$ cat src/rtl/iomem_arbiter.sv
// Round-robin arbiter sharing audio_engine's iomem slave port between the CPU (m0)
// and the DMA/loader (m1), one transaction per grant, with a slave-ready timeout.
module iomem_arbiter #(
    parameter int          TIMEOUT  = 64,
    parameter logic [31:0] ERR_DATA = 32'hDEADBEEF
) (
    input  logic        ck,
    input  logic        rst,
    input  logic        m0_valid,
    output logic        m0_ready,
    input  logic [3:0]  m0_wstrb,
    input  logic [31:0] m0_addr,
    input  logic [31:0] m0_wdata,
    output logic [31:0] m0_rdata,
    input  logic        m1_valid,
    output logic        m1_ready,
    input  logic [3:0]  m1_wstrb,
    input  logic [31:0] m1_addr,
    input  logic [31:0] m1_wdata,
    output logic [31:0] m1_rdata,
    output logic        s_valid,
    input  logic        s_ready,
    output logic [3:0]  s_wstrb,
    output logic [31:0] s_addr,
    output logic [31:0] s_wdata,
    input  logic [31:0] s_rdata,
    output logic [1:0]  owner,
    output logic [7:0]  err_count
);
    localparam int TW = (TIMEOUT > 1) ? $clog2(TIMEOUT) : 1;

    // State encoding doubles as the owner output.
    typedef enum logic [1:0] {IDLE = 2'b00, BUSY0 = 2'b01, BUSY1 = 2'b10} state_t;

    state_t        state, state_next;
    logic          last, last_next;      // 1: m1 was served last
    logic [TW-1:0] timer, timer_next;
    logic [7:0]    err_next;

    logic          cur_valid;
    logic [3:0]    cur_wstrb;
    logic [31:0]   cur_addr, cur_wdata;
    logic          valid_c, done;
    logic [31:0]   rdata_c;
    logic          at_limit;

    always_ff @(posedge ck) begin
        if (!rst) begin
            state     <= IDLE;
            last      <= 1'b1;
            timer     <= '0;
            err_count <= '0;
        end else begin
            state     <= state_next;
            last      <= last_next;
            timer     <= timer_next;
            err_count <= err_next;
        end
    end

    always_comb begin
        cur_valid = (state == BUSY1) ? m1_valid : m0_valid;
        cur_wstrb = (state == BUSY1) ? m1_wstrb : m0_wstrb;
        cur_addr  = (state == BUSY1) ? m1_addr  : m0_addr;
        cur_wdata = (state == BUSY1) ? m1_wdata : m0_wdata;
        at_limit  = (timer == TW'(TIMEOUT - 1));
    end

    always_comb begin
        state_next = state;
        last_next  = last;
        timer_next = timer;
        err_next   = err_count;
        valid_c    = 1'b0;
        done       = 1'b0;
        rdata_c    = '0;
        s_wstrb    = '0;
        s_addr     = '0;
        s_wdata    = '0;
        case (state)
            IDLE: begin
                if (m0_valid && (!m1_valid || last))
                    state_next = BUSY0;
                else if (m1_valid)
                    state_next = BUSY1;
            end
            BUSY0, BUSY1: begin
                s_wstrb = cur_wstrb;
                s_addr  = cur_addr;
                s_wdata = cur_wdata;
                rdata_c = s_rdata;
                // Abort, completion and timeout all release the port and rotate priority.
                if (!cur_valid || s_ready || at_limit) begin
                    state_next = IDLE;
                    last_next  = (state == BUSY1);
                    timer_next = '0;
                end else begin
                    timer_next = timer + TW'(1);
                end
                if (cur_valid) begin
                    if (s_ready) begin
                        valid_c = 1'b1;
                        done    = 1'b1;
                    end else if (at_limit) begin
                        done    = 1'b1;
                        rdata_c = ERR_DATA;
                        if (err_count != 8'hFF)
                            err_next = err_count + 8'd1;
                    end else begin
                        valid_c = 1'b1;
                    end
                end
            end
            default: state_next = IDLE;
        endcase
    end

    // Handshake outputs are held low while reset is asserted.
    assign s_valid  = rst & valid_c;
    assign m0_ready = rst & done & (state == BUSY0);
    assign m1_ready = rst & done & (state == BUSY1);
    assign m0_rdata = (state == BUSY0) ? rdata_c : 32'h0;
    assign m1_rdata = (state == BUSY1) ? rdata_c : 32'h0;
    assign owner    = state;
endmodule
$ cat config.mk
export PLATFORM = sky130hd
export DESIGN_NAME = iomem_arbiter
export DESIGN_NICKNAME = d
export VERILOG_FILES = /design/src/rtl/iomem_arbiter.sv
export SDC_FILE = /design/constraint.sdc
export NUM_CORES = 1
export LEC_CHECK = 0
export CAP_MARGIN = 5
export CORE_AREA = 2 2 124 126
export CTS_BUF_LIST = sky130_fd_sc_hd__clkbuf_8
export DETAILED_ROUTE_END_ITERATION = 16
export DIE_AREA = 0 0 126 128
export GPL_TIMING_DRIVEN = 0
export SYNTH_ARGS = -nofsm -noshare
export SYNTH_HDL_FRONTEND = slang
export SYNTH_SLANG_ARGS = --single-unit
$ cat constraint.sdc
create_clock -name ck -period 5.2 [get_ports ck]
set_clock_uncertainty 0.2 [all_clocks]
set_input_delay 1.04 -clock ck [delete_from_list [all_inputs] [get_ports ck]]
set_output_delay 1.04 -clock ck [all_outputs]
set_load 0.05 [all_outputs]
**Word level (Yosys, flattened, before mapping)**

Cells that the tools add are included.

- Flip-flop bits (word level): 17
- Latch bits: 0
- Memory bits (writable): 0
- Bits in read-only memories: 0
- Bits of input ports: 173
- Output and inout port bits: 145
- Word-level logic and storage cells: 54
- Memories kept: 0

- Add/subtract/negate cells: 2
- Multiply operators: 0
- Div/mod/pow operators: 0
- $lt $le $gt $ge: 0
- Eq/ne operators: 6
- Shift-type cells: 0
- Muxes and demuxes: 26
- Bitwise logic cells: 5
- Reductions and logical operators: 11

Operators by type and width:

| operator | number |
|---|---|
| two-way mux 32 bit | 10 |
| two-way mux 1 bit | 9 |
| adder 8 x 1 -> 8 bit (second input constant) | 1 |
| two-way mux 4 bit | 2 |
| != test 8 bit (second input constant) | 1 |
| adder 6 x 1 -> 6 bit (second input constant) | 1 |
| == test 6 bit (second input constant) | 1 |
| two-way mux 2 bit | 3 |
| two-way mux 6 bit | 1 |
| AND reduction 5 bit | 1 |
| bitwise AND 1 bit | 4 |
| one-hot mux 2 bit (2 select lines) | 1 |
| AND reduction 2 bit | 2 |
| logical OR 1 bit | 3 |
| != test 3 bit (second input constant) | 1 |
| == test 2 x 1 -> 1 bit (second input constant) | 1 |
| == test 2 bit (second input constant) | 1 |
| zero test 1 bit | 2 |
| zero test 2 bit | 1 |
| != test 2 bit (second input constant) | 1 |
| OR reduction 2 bit | 1 |
| logical AND 1 bit | 1 |
| NOT 1 bit | 1 |

**Depth between registers and ports, before layout**

- Depth after elaboration: 7
- Gate-level depth with buffers: 8
- Mapped depth without buffers: 6

**Worst setup path after synthesis**

OpenSTA, ideal clock, no wires.

- Path kind: flip-flop to output port
- Start point: register state[0] (netlist: owner[0])
- End point: output m1_rdata[10]
- Arrival time: 2,632 ps
- Data required time: 3,960 ps
- Slack: 1,328 ps
- Cell stages (with the launch flop): 9
- Path buffers: 3
- Cells stage by stage: dfxtp_1 -> inv_1 -> ha_1 -> buf_4 -> mux2_4 -> nand4_2 -> buf_2 -> buf_2 -> a21oi_1

- Cells in the longest elaborated chain, start to end: 5

RTL lines:

| element | line | source |
|---|---|---|
| start, declared | 35 | `state_t state, state_next;` |
| start signal, assigned | 54 | `state <= state_next;` |
| == test 2 bit | 62, 80, 123 |  |
| two-way mux 1 bit | 62 | `cur_valid = (state == BUSY1) ? m1_valid : m0_valid;` |
| two-way mux 32 bit | 100 | `if (cur_valid) begin` |
| two-way mux 32 bit | 80 | `case (state)` |
| two-way mux 32 bit (*) | 123 | `assign m1_rdata = (state == BUSY1) ? rdata_c : 32'h0;` |
| end, declared | 20 | `output logic [31:0] m1_rdata,` |

Mark *: on every way between the ends. The rest lies on a longest branch, timed or not.

**Worst setup path in the final report**

- Start point: input m1_valid
- End point: output m1_rdata[28]

- Cells in the longest elaborated chain, start to end: 4

RTL lines:

| element | line | source |
|---|---|---|
| start, declared | 15 | `input logic m1_valid,` |
| two-way mux 1 bit | 62 |  |
| two-way mux 32 bit | 100 |  |
| two-way mux 32 bit | 80 |  |
| two-way mux 32 bit | 123 |  |

No other way between the ends.

==> reports/results.txt <==
Share of the synthesized area in the top cell type: 0.294
Post-synthesis register bit count: 17
DR pass1 iterations: 4
Leak: 2.03 nW
# fillers: 1547
Synth cell count leaders: 77 x nor2_1, 73 x mux2i_1, 51 x a21oi_1, 36 x nand2_1
Worst VDD drop: 96.9 uV
Pre-CTS setup slack: 485 ps
DR WL/cell: 14.5 um
TNS Setup: 0 ps
RSZ-0062 raised after global routing: no
Largest net degree at the start of global routing: 11
Clk sinks: 17
Top_reg_cell synth: dfxtp_1
Status: completed
Initial DRC Count: 92
Pwr dens: 196 mW/mm^2
Seq/Total Area, Yosys: 0.137
Synth area leaders: mux2i_1 29%, dfxtp_1 14%, nor2_1 12%, a21oi_1 10%, nand2_1 5.4%
Hold Crit Class: flip-flop to flip-flop
Synthesis Warnings: 0
Final nets: 868
CTS tree: done
Resize count post-CTS: 0
Detail Route Antenna Nets: 0
Clk buf depth: 2
Total setup buffers inserted after CTS: 0
Most common cell in the netlist: nor2_1
Clk pin slew, worst setup/hold paths: 70 ps
CTS hold repair buffers: 0
Layout cells sized above 1: 0.0261
Die area: 0.0161 mm^2
Cell count after synthesis: 368
Critical path type: input pin to primary output
Antenna cells: 0
Initial core utilization: 0.167
Final period utilization: 0.903
Crit Path Max Fanout: 10
First-pass GRT wire length: 19200 um
CP required: 3960 ps
Post-synth EDFFs: 0
DP HPWL: 10900 um
Reg area: 340 um^2
Min-Delay Path Depth: 2
Initial antenna violation count: 1
Die width: 126 um
Via count: 3937
DRC: 0
Core area: 0.0149 mm^2
Post-Syn Nets: 546
Vias in the first global route: 3871
Total power: 0.00116 W
Cts bufs inserted: 3
Reg2reg start: owner[0]$_SDFFE_PN0P_
Fin crit period: 4700 ps
Max-Cap Viols: 0
Worst setup EP type: primary output
Final worst slack: 504 ps
IO Port Bufs: 317
Pin slew with the least headroom to its limit: 723 ps
Setup violations, final: 0
Yosys top cell by area: mux2i_1
Placed cells: 873
Routability cong.: 0.805
I/O pin count: 318
Synthesized area: 0.00249 mm^2
P&R area growth vs syn: 139%
Clk Latency, worst-skew pair: 250 ps
Slew HR: 0.518
Startpoint Class: input pin
Ys async rst share: 0
Num rows: 45
Worst Setup SP: m1_valid
Min-delay src: err_count[7]$_SDFFE_PN0P_
Syn avg cell area: 6.76 um^2
Worst EP arrival: 3460 ps
Die H: 128 um
H-tree levels: 1
Final wirelength: 12700 um
Gr ovfl total: 0
Clock root cell: clkbuf_8
Final Max Slew Viols: 0
Multi-input logic area: 0.00198 mm^2
Final Util: 0.400
Max Clk Rate: 0.213 GHz
GRT Total Usage: 0.142
Hold Vio Cnt, Final: 0
Final Non-Filler Cells: 877
R2r worst-path depth: 7
Vias per std cell: 4.49
Number of library cell types mapped by synthesis: 39
[per-stage QoR]
stage,cell area [um^2],hold WS [ps]
floorplan,2490,253
global placement,5900,273
detailed placement,5900,278
CTS,5940,299
global route,5940,324
finish,5940,299
[per-layer routing]
metal  track usage  up-vias  wire (um)
li1              -     1916          -
met1         0.151     1793       4590
met2         0.285      224       6800
met3        0.0321        4       1250
met4        0.0278        0         96
met5             0        -          0
[layout by cell type, fill, tap and decap left out, types with 3 or more instances in the layout]
master | Yosys | routed
inv_1 | 5 | 6
mux2i_1 | 73 | 73
o31ai_1 | 3 | 3
and2_1 | 17 | 17
and3_1 | 4 | 4
xor2_1 | 4 | 4
buf_2 | 8 | 8
clkbuf_8 | 0 | 3
ha_1 | 5 | 5
a21boi_1 | 3 | 3
clkbuf_1 | 17 | 17
nor2_1 | 77 | 77
or4_1 | 3 | 3
nand4_1 | 6 | 6
buf_1 | 6 | 6
dfxtp_1 | 17 | 17
a21oi_1 | 51 | 51
nand2_1 | 36 | 36
clkdlybuf4s50_1 | 0 | 317
nand2b_1 | 6 | 6
[report_power, final]
| part | switching [W] | leakage, nW | internal [W] |
|---|---|---|---|
| registers | 0.00000493 | 0.138 | 0.000135 |
| clock network | 0.0000460 | 0.0269 | 0.0000524 |
| logic | 0.000569 | 1.86 | 0.000354 |
| total | 0.000620 | 2.03 | 0.000542 |
[path summary, 6_finish.rpt]
check                                   end  slack, ps
setup / recovery               m1_rdata[28]        500
hold reg to reg   err_count[7]$_SDFFE_PN0P_        300
setup reg to reg  err_count[0]$_SDFFE_PN0P_       2690
hold / removal    err_count[7]$_SDFFE_PN0P_        300
[area by class of cell]
type,count,share of cell area
repair buffers,317,0.534
inverters,6,0.00379
clock inverters,1,0.000632
plain buffers,33,0.0238
well taps,188,0.0396
flip-flops and latches,17,0.0573
multi-input cells,312,0.334
clock buffers,3,0.00695
[worst max-delay path, stage by stage]
cell	delay (ps)
clkdlybuf4s50_1	530
mux2_4	200
nand4_2	220
buf_2	260
buf_2	200
a21oi_1	150
clkdlybuf4s50_1	850
[kinds of logic (layout without fill, tap and decap cells)]
group | after synthesis | after routing | synth area share
flops | 17 | 17 | 0.137
buf+inv | 39 | 360 | 0.0659
mux | 74 | 74 | 0.300
simple gates | 159 | 159 | 0.297
fa+ha+maj | 5 | 5 | 0.0251
compound gates | 69 | 69 | 0.158
xor+xnor | 5 | 5 | 0.0176
[flip-flops by register name (all words and copies together) (netlist names)]
signal,count
err_count,8
timer,6
owner,2
last,1
Note: power is estimated with default switching activity, not from simulation.
